--- src/rtl/hazard_pkg.sv ---
// Shared types for the pipeline hazard controller: FSM states, shadow pipe entry, bubble constant.
package hazard_pkg;

    localparam int SHADOW_RD_W = 4;

    typedef enum logic {
        HZ_IDLE     = 1'b0,
        HZ_MEM_WAIT = 1'b1
    } hz_state_t;

    typedef struct packed {
        logic                   valid;
        logic [SHADOW_RD_W-1:0] rd;
        logic                   wr_en;
        logic                   is_load;
    } shadow_entry_t;

    localparam shadow_entry_t BUBBLE = '{valid: 1'b0, rd: '0, wr_en: 1'b0, is_load: 1'b0};

    // R0 is hardwired, so a read of R0 never depends on an older write.
    function automatic logic src_match(input logic use_rs,
                                       input logic [SHADOW_RD_W-1:0] rs,
                                       input shadow_entry_t e);
        return use_rs && (rs != '0) && e.valid && e.wr_en && (e.rd == rs);
    endfunction

endpackage

--- src/rtl/hazard_mem_wait_fsm.sv ---
// Tracks multi-cycle data-memory accesses: raises freeze while the access is outstanding and
// latches mem_timeout once the wait count reaches MAX_WAIT (MAX_WAIT must be at least 1).
module hazard_mem_wait_fsm
    import hazard_pkg::*;
#(
    parameter int MAX_WAIT = 15
) (
    input  logic clk,
    input  logic rst,
    input  logic mem_req,
    input  logic mem_ready,
    output logic freeze,
    output logic mem_timeout,
    output logic state_dbg
);

    localparam int WAIT_W = $clog2(MAX_WAIT + 1);
    localparam logic [WAIT_W-1:0] WAIT_MAX = WAIT_W'(MAX_WAIT);
    localparam logic [WAIT_W-1:0] WAIT_ONE = WAIT_W'(1);

    hz_state_t         state;
    logic [WAIT_W-1:0] wait_cnt;

    always_ff @(posedge clk or posedge rst) begin
        if (rst) begin
            state       <= HZ_IDLE;
            wait_cnt    <= '0;
            mem_timeout <= 1'b0;
        end else begin
            case (state)
                HZ_IDLE: begin
                    if (mem_req && !mem_ready) begin
                        state    <= HZ_MEM_WAIT;
                        wait_cnt <= '0;
                    end
                end
                HZ_MEM_WAIT: begin
                    if (mem_ready) begin
                        state <= HZ_IDLE;
                    end else begin
                        if (wait_cnt != WAIT_MAX) wait_cnt <= wait_cnt + WAIT_ONE;
                        // Set on the same edge the counter lands on MAX_WAIT.
                        if (wait_cnt >= WAIT_MAX - WAIT_ONE) mem_timeout <= 1'b1;
                    end
                end
                default: state <= HZ_IDLE;
            endcase
        end
    end

    assign freeze    = ((state == HZ_IDLE) && mem_req && !mem_ready) ||
                       ((state == HZ_MEM_WAIT) && !mem_ready);
    assign state_dbg = state;

endmodule

--- src/rtl/pipeline_hazard_controller.sv ---
// Decode-side hazard unit: shadow EX/MEM destination tracking, load-use/RAW stall detection,
// memory-wait freeze, mispredict flush, and saturating performance counters.
module pipeline_hazard_controller
    import hazard_pkg::*;
#(
    parameter int REG_W      = SHADOW_RD_W,
    parameter int FORWARDING = 1,
    parameter int MAX_WAIT   = 15,
    parameter int CNT_W      = 16
) (
    input  logic             clk,
    input  logic             rst,
    input  logic             ID_valid,
    input  logic [REG_W-1:0] ID_rs1,
    input  logic [REG_W-1:0] ID_rs2,
    input  logic             ID_use_rs1,
    input  logic             ID_use_rs2,
    input  logic [REG_W-1:0] ID_rd,
    input  logic             ID_wr_en,
    input  logic             ID_is_load,
    input  logic             EX_mispredict,
    input  logic             mem_req,
    input  logic             mem_ready,
    output logic             PC_stall,
    output logic             IF_ID_stall,
    output logic             IF_flush,
    output logic             ID_EX_flush,
    output logic             mem_timeout,
    output logic [CNT_W-1:0] stall_cycles,
    output logic [CNT_W-1:0] flush_count,
    output logic             dbg_state
);

    localparam logic [CNT_W-1:0] CNT_ONE = CNT_W'(1);

    // The WB slot is not kept: the register file writes before it reads, so WB never matches.
    shadow_entry_t ex_q;
    shadow_entry_t mem_q;

    logic freeze;
    logic ex_match;
    logic mem_match;
    logic data_haz;
    logic take_flush;
    logic take_stall;

    hazard_mem_wait_fsm #(
        .MAX_WAIT (MAX_WAIT)
    ) u_mem_wait (
        .clk         (clk),
        .rst         (rst),
        .mem_req     (mem_req),
        .mem_ready   (mem_ready),
        .freeze      (freeze),
        .mem_timeout (mem_timeout),
        .state_dbg   (dbg_state)
    );

    assign ex_match  = src_match(ID_use_rs1, ID_rs1, ex_q)  || src_match(ID_use_rs2, ID_rs2, ex_q);
    assign mem_match = src_match(ID_use_rs1, ID_rs1, mem_q) || src_match(ID_use_rs2, ID_rs2, mem_q);

    // With forwarding only a load in EX is too late to forward; without it any pending write stalls.
    assign data_haz = ID_valid && ((FORWARDING != 0) ? (ex_match && ex_q.is_load)
                                                     : (ex_match || mem_match));

    always_comb begin
        PC_stall    = 1'b0;
        IF_ID_stall = 1'b0;
        IF_flush    = 1'b0;
        ID_EX_flush = 1'b0;
        take_flush  = 1'b0;
        take_stall  = 1'b0;
        if (!rst) begin
            if (freeze) begin
                PC_stall    = 1'b1;
                IF_ID_stall = 1'b1;
            end else if (EX_mispredict) begin
                IF_flush    = 1'b1;
                ID_EX_flush = 1'b1;
                take_flush  = 1'b1;
            end else if (data_haz) begin
                PC_stall    = 1'b1;
                IF_ID_stall = 1'b1;
                ID_EX_flush = 1'b1;
                take_stall  = 1'b1;
            end
        end
    end

    always_ff @(posedge clk or posedge rst) begin
        if (rst) begin
            ex_q  <= BUBBLE;
            mem_q <= BUBBLE;
        end else if (!freeze) begin
            mem_q <= ex_q;
            if (ID_valid && !ID_EX_flush)
                ex_q <= '{valid: 1'b1, rd: ID_rd, wr_en: ID_wr_en, is_load: ID_is_load};
            else
                ex_q <= BUBBLE;
        end
    end

    always_ff @(posedge clk or posedge rst) begin
        if (rst) begin
            stall_cycles <= '0;
            flush_count  <= '0;
        end else begin
            if (take_stall && (stall_cycles != '1)) stall_cycles <= stall_cycles + CNT_ONE;
            if (take_flush && (flush_count != '1))  flush_count  <= flush_count + CNT_ONE;
        end
    end

endmodule

--- config.mk ---
export PLATFORM = sky130hd
export DESIGN_NAME = pipeline_hazard_controller
export DESIGN_NICKNAME = d
export VERILOG_FILES = /design/src/rtl/hazard_pkg.sv /design/src/rtl/hazard_mem_wait_fsm.sv /design/src/rtl/pipeline_hazard_controller.sv
export SDC_FILE = /design/constraint.sdc
export NUM_CORES = 1
export LEC_CHECK = 0
export ABC_AREA = 0
export CORE_ASPECT_RATIO = 1.75
export CORE_UTILIZATION = 44
export DETAILED_ROUTE_END_ITERATION = 10
export GPL_TIMING_DRIVEN = 1
export PLACE_DENSITY = 0.79
export SYNTH_ARGS = -nofsm -noshare
export SYNTH_HDL_FRONTEND = slang
export SYNTH_SLANG_ARGS = --single-unit
--- constraint.sdc ---
create_clock -name clk -period 2.6 [get_ports clk]
set_clock_uncertainty 0.2 [all_clocks]
set_input_delay 0.39 -clock clk [delete_from_list [all_inputs] [get_ports clk]]
set_output_delay 0.39 -clock clk [all_outputs]
set_load 0.005 [all_outputs]
==> results of run 1 <==
-- timing repair --
| action | 4_1_cts | 5_1_grt |
|---|---|---|
| buffers inserted | 4 | 1 |
| pin swaps | 6 | 5 |
| resized for setup | 15 | 12 |
| setup endpoints to repair | 3 | 3 |
| endpoints found under the hold margin | 0 | 0 |
-- logic make-up (layout without fill, tap and decap cells) --
family,Yosys count,count (layout)
buf+inv,11,106
fa+ha+maj,4,4
flops,45,45
xor+xnor,36,36
mux,6,6
simple gates,113,113
compound gates,22,22
-- power groups by stage --
stage	registers [mW]	clock network [mW]	logic, mW
5_1_grt	0.856	0.598	0.383
2_1_floorplan	0.840	0	0.165
3_3_place_gp	0.850	0	0.334
3_5_place_dp	0.853	0	0.343
4_1_cts	0.840	0.572	0.347
6_report	0.844	0.550	0.348
-- worst max-delay path, cell delays in order --
cell and delay (ns):
clkdlybuf4s50_1 0.46, o21bai_4 0.23, nand3_2 0.16, inv_1 0.14, clkdlybuf4s50_1 0.51
-- layout make-up --
class / instances / area [um2]
clock buffer: 6 / 82.6
tap: 76 / 95.1
sequential: 45 / 1130
clock inverter: 2 / 37.5
multi-input combinational: 181 / 1470
inverter: 6 / 26.3
fill: 470 / 1970
timing repair buffer: 92 / 823
-- sequential cells by signal, indices dropped and copies added (netlist names) --
name	count
ex_q	7
u_mem_wait.state_dbg	1
stall_cycles	16
u_mem_wait.wait_cnt	4
u_mem_wait.mem_timeout	1
flush_count	16
-- synth_stat cells, types with 4 or more instances --
cell,instances,area [um2]
nor2_1,17,63.8
xor2_1,27,236
and4_1,4,35.0
dfrtp_1,45,1130
nor3_2,5,50.1
ha_1,4,50.1
inv_1,5,18.8
nand3_1,12,60.1
nand4_1,13,81.3
and2_1,4,25.0
nor4_4,4,85.1
nand2_1,25,93.8
a221o_1,6,60.1
and3_1,7,43.8
nor3_1,4,20.0
xnor2_1,9,78.8
-- layout by cell type (no fill, tap or decap), drive strengths merged, types with 6 or more instances in the layout --
master	Yosys	routed
dfrtp	45	45
nand4	13	13
xnor2	9	9
xor2	27	27
nor3	10	10
clkdlybuf4s50	0	50
nand2	25	25
nor2	18	18
nand3	13	13
clkbuf	2	8
buf	3	34
nor4	8	8
a221o	6	6
and3	7	7
-- final timing paths --
kind,endpoint,slack [ns],cells past startpoint
max,IF_flush,0.11,5
min,u_mem_wait.mem_timeout,0.28,1
max reg2reg,stall_cycles[6],0.19,6
min reg2reg,u_mem_wait.mem_timeout,0.28,1
max in group asynchronous,ex_q[5],1.52,3
min in group asynchronous,flush_count[11],0.36,3
-- per-layer routing --
| layer | vias to the layer above | GRT usage | wire length [um] |
|---|---|---|---|
| met5 | - | 0 | 0 |
| met2 | 44 | 0.367 | 3410 |
| met1 | 1059 | 0.240 | 2450 |
| met4 | 0 | 0.0681 | 71 |
| met3 | 6 | 0.0400 | 256 |
| li1 | 1035 | - | - |
==> impl_metrics.tcl, run 1 <==
set metrics [dict create \
    cp-start-kind "primary input" \
    final-setup-viol-count 0 \
    area_growth_pct 41.0 \
    hp-class "reg -> reg" \
    leakagePower_nw 1.68 \
    cp.required_ns 2.01 \
    ant_nets 0 \
    hold_viol 0 \
    ir_worst_vdd_uv 407 \
    dr_total_vias 2144 \
    antenna_cells 0 \
    cts_tree "built" \
    p_comb_frac 0.200 \
    place_ws_ns -0.390 \
    grt_max_degree 27 \
    synthMuxAreaShare 0.0270 \
    synthSimpleGateAreaFrac 0.286 \
    outcome "finished, final reports clean" \
    layout_setup_ws_ns 0.108 \
    min_from "u_mem_wait.mem_timeout" \
    timing.slew.headroom 0.320 \
    rsz0062_at_grt "false" \
    grt_pass1_wl_um 10100 \
    final_cells 408 \
    swShare 0.272 \
    synthArstFlopShare 1.00 \
    cp_data_arrival_time_ns 1.90 \
    start_util 0.461 \
    core-area_um2 5630 \
    clock_path_buffers 2 \
    synth_cell_types 50 \
    seqPwrFrac 0.485 \
    clk_pin_slew_ns 0.09 \
    p_switching_mw 0.473 \
    drtIter0Drc 60 \
    drc 0 \
    rows 36 \
    track_usage 0.208 \
    maxCapViolCount 0 \
    stdcell_area_um2 3660 \
    antenna_found_initial 0 \
    ys.flop_type "dfrtp_1" \
    syn-mean-instance-area_um2 11.0 \
    placed_cell_area_um2 3460 \
    insertion_delay_ns 0.29 \
    syn_nets 263 \
    clock.fmax_mhz 401 \
    path_class "in -> out" \
    routed_wirelength_um 6190 \
    ios 60 \
    dieArea_um2 6230 \
    synth_xor_area_frac 0.121 \
    nets 357 \
    synth_edf_count 0 \
    hold_slack_ns 0.284 \
    wl_per_cell_um 15.2 \
    gp_congestion 0.808 \
    dp.cells 395 \
    synth_fa_ha_area_frac 0.0193 \
    synthCells 237 \
    hold_buffers 0 \
    syn_area_um2 2600 \
    cp-end-kind "output pin" \
    yosysWarnings 0 \
    p_total_mw 1.74 \
    drive_gt1_frac 0.250 \
    p_int_mw 1.27 \
    cts_buffers 5 \
    tightest_slew_ns 1.02 \
    min_period_over_period 0.958 \
    critical_path.reg2reg.startpoint "stall_cycles[0]" \
    p_per_area_nw_per_um2 475 \
    fin_util 0.650 \
    hpwl_um 4610 \
    critPathLaunch "mem_req" \
    drv_slew 0 \
    cts.sinks 45 \
    grt_pass1_vias 2280 \
    via_per_inst 5.25 \
    io_buffers 59 \
    yosysSeqAreaShare 0.434 \
    drtPass1Iterations 4 \
    synth_top_family_by_area "simple AND/OR/NAND/NOR gates" \
    grt-ovfl-total 0 \
    synth_seq_cells 45 \
    root_buffer "clkbuf_8" \
    dieWidth_um 60.1 \
    crit_fanout 6 \
    dieHeight_um 104 \
    setup_tns_ns 0 \
    period_minus_slack_ns 2.49 \
    cts_max_level 2 \
    p_clk_frac 0.316 \
    synth_compound_area_frac 0.0896 \
]
No activity file was read; power rests on OpenSTA's default activity.
==> run 2, diff against run 1 <==
- PLACE_DENSITY: 0.79 -> default
- PLACE_DENSITY_LB_ADDON: default -> 0.2
- clock period: 2.6 -> 2.35 ns (I/O delays scaled with it)
==> run 2 against run 1 <==
Against the previous run:
- the flow now finishes with violations (setup timing)
- critical path depth is 2 higher
- via count is 5.0% higher
- cell count is 5.6% higher
- critical endpoint is now IF_ID_stall
- utilization is 3.4 points higher
- critical path type is now reg -> out
==> impl_metrics.tcl, run 2 (synthesis results as in run 1) <==
set metrics [dict create \
    outcome "finished with violations" \
    failed_checks "setup timing" \
    cp-end-kind "output pin" \
    final-setup-viol-count 2 \
    wl_per_cell_um 14.3 \
    antenna_found_initial 0 \
    period_minus_slack_ns 2.53 \
    dp.cells 419 \
    tightest_slew_ns 0.908 \
    cts_max_level 2 \
    grt_pass1_wl_um 10000 \
    ios 60 \
    clock_path_buffers 2 \
    cp_data_arrival_time_ns 1.98 \
    hp-class "in -> async" \
    clk_pin_slew_ns 0.08 \
    p_switching_mw 0.521 \
    ir_worst_vdd_uv 303 \
    ant_nets 0 \
    p_per_area_nw_per_um2 505 \
    hold_viol 0 \
    dieHeight_um 104 \
    reg.largest.list "flush_count x16, stall_cycles x16, ex_q x7" \
    track_usage 0.213 \
    seqPwrFrac 0.481 \
    hold_buffers 0 \
    crit_fanout 4 \
    grt_pass1_vias 2243 \
    clock.fmax_mhz 395 \
    cts_buffers 5 \
    leakagePower_nw 1.82 \
    area_growth_pct 48.3 \
    antenna_cells 0 \
    via_per_inst 5.23 \
    drc 0 \
    dieWidth_um 60.1 \
    cts.sinks 45 \
    timing.slew.headroom 0.392 \
    drtIter0Drc 74 \
    maxCapViolCount 0 \
    insertion_delay_ns 0.29 \
    p_comb_frac 0.211 \
    min_period_over_period 1.08 \
    final_cells 431 \
    io_buffers 59 \
    core-area_um2 5630 \
    dr_total_vias 2252 \
    layout_setup_ws_ns -0.182 \
    grt-ovfl-total 0 \
    hpwl_um 4760 \
    dieArea_um2 6230 \
    p_clk_frac 0.309 \
    layout_common_cells "55 x buf_4, 45 x clkdlybuf4s50_1, 43 x dfrtp_1, 25 x nand2_1, 24 x xor2_1" \
    root_buffer "clkbuf_8" \
    swShare 0.268 \
    nets 380 \
    rows 36 \
    cts_tree "built" \
    rsz0062_at_grt "true" \
    cp.required_ns 1.80 \
    mostFrequentLayoutCell "buf_4" \
    cp-start-kind "register" \
    gp_congestion 0.808 \
    path_class "reg -> out" \
    fin_util 0.684 \
    drive_gt1_frac 0.301 \
    drtPass1Iterations 4 \
    drv_slew 0 \
    routed_wirelength_um 6150 \
    grt_max_degree 27 \
    p_int_mw 1.42 \
    start_util 0.461 \
]
==> run 2: cell count changes in the layout (fill, tap and decap cells not counted), sizes merged <==
cell           change
dlymetal6s2s       +1
buf               +25
clkbuf             -1
clkdlybuf4s50      -5
clkinvlp           -1
dlygate4sd2        +4
==> run 2: power by group through the flow <==
stage	Sequential (mW)	Combinational, mW	Clock, mW
3_5_place_dp	0.946	0.407	0
4_1_cts	0.935	0.413	0.618
5_1_grt	0.945	0.446	0.653
2_1_floorplan	0.930	0.183	0
3_3_place_gp	0.943	0.398	0
6_report	0.934	0.410	0.600
==> run 2: what timing repair did <==
action	in CTS	in global routing
setup endpoints to repair	4	12
gates cloned	0	0
pin swaps	8	4
resized for setup	29	9
endpoints found under the hold margin	0	0
setup buffers	5	0
==> run 2: path summary, 6_finish.rpt <==
path                       slack (ns)                    from                     end  cells after the start
max reg2reg                      0.09                 ex_q[2]         stall_cycles[1]                      8
max in group asynchronous        1.60                     rst                 ex_q[2]                      3
min                              0.03                     rst          flush_count[8]                      3
max                             -0.18                 ex_q[2]             IF_ID_stall                      7
min in group clk                 0.28  u_mem_wait.mem_timeout  u_mem_wait.mem_timeout                      1
min reg2reg                      0.28  u_mem_wait.mem_timeout  u_mem_wait.mem_timeout                      1
==> run 2: metrics by stage <==
step	power [mW]	hold WS [ns]	cell area, um2	setup slack, ns	setup TNS [ns]
floorplan	1.11	0.183	2610	0.0129	0
global placement	1.34	0.258	3650	-0.572	-4.11
detailed placement	1.35	0.269	3650	-0.602	-5.05
CTS	1.97	0.287	3840	-0.177	-0.507
global route	2.04	0.0456	3850	-0.269	-0.629
finish	1.94	0.0254	3850	-0.182	-0.362
==> run 2: layout make-up <==
cell class,instances,area [um2]
flip-flops and latches,45,1130
clock buffers,7,86.3
multi-input cells,181,1490
fillers,481,1780
inverters,6,26.3
repair buffers,115,997
clock inverters,1,30.0
well taps,76,95.1
==> run 2: metal layers <==
layer	vias to the layer above	GRT usage	routed length [um]
met2	55	0.383	3520
met4	0	0.115	187
li1	1086	-	-
met3	17	0.0424	196
met1	1094	0.217	2240
met5	-	0	0
==> run 2: worst max-delay path: stages (launching register included) <==
cell	delay, ns
dfrtp_2	0.46
xor2_2	0.17
nor4_4	0.35
a22oi_4	0.13
buf_6	0.13
o21a_1	0.17
nor2_2	0.14
buf_2	0.13
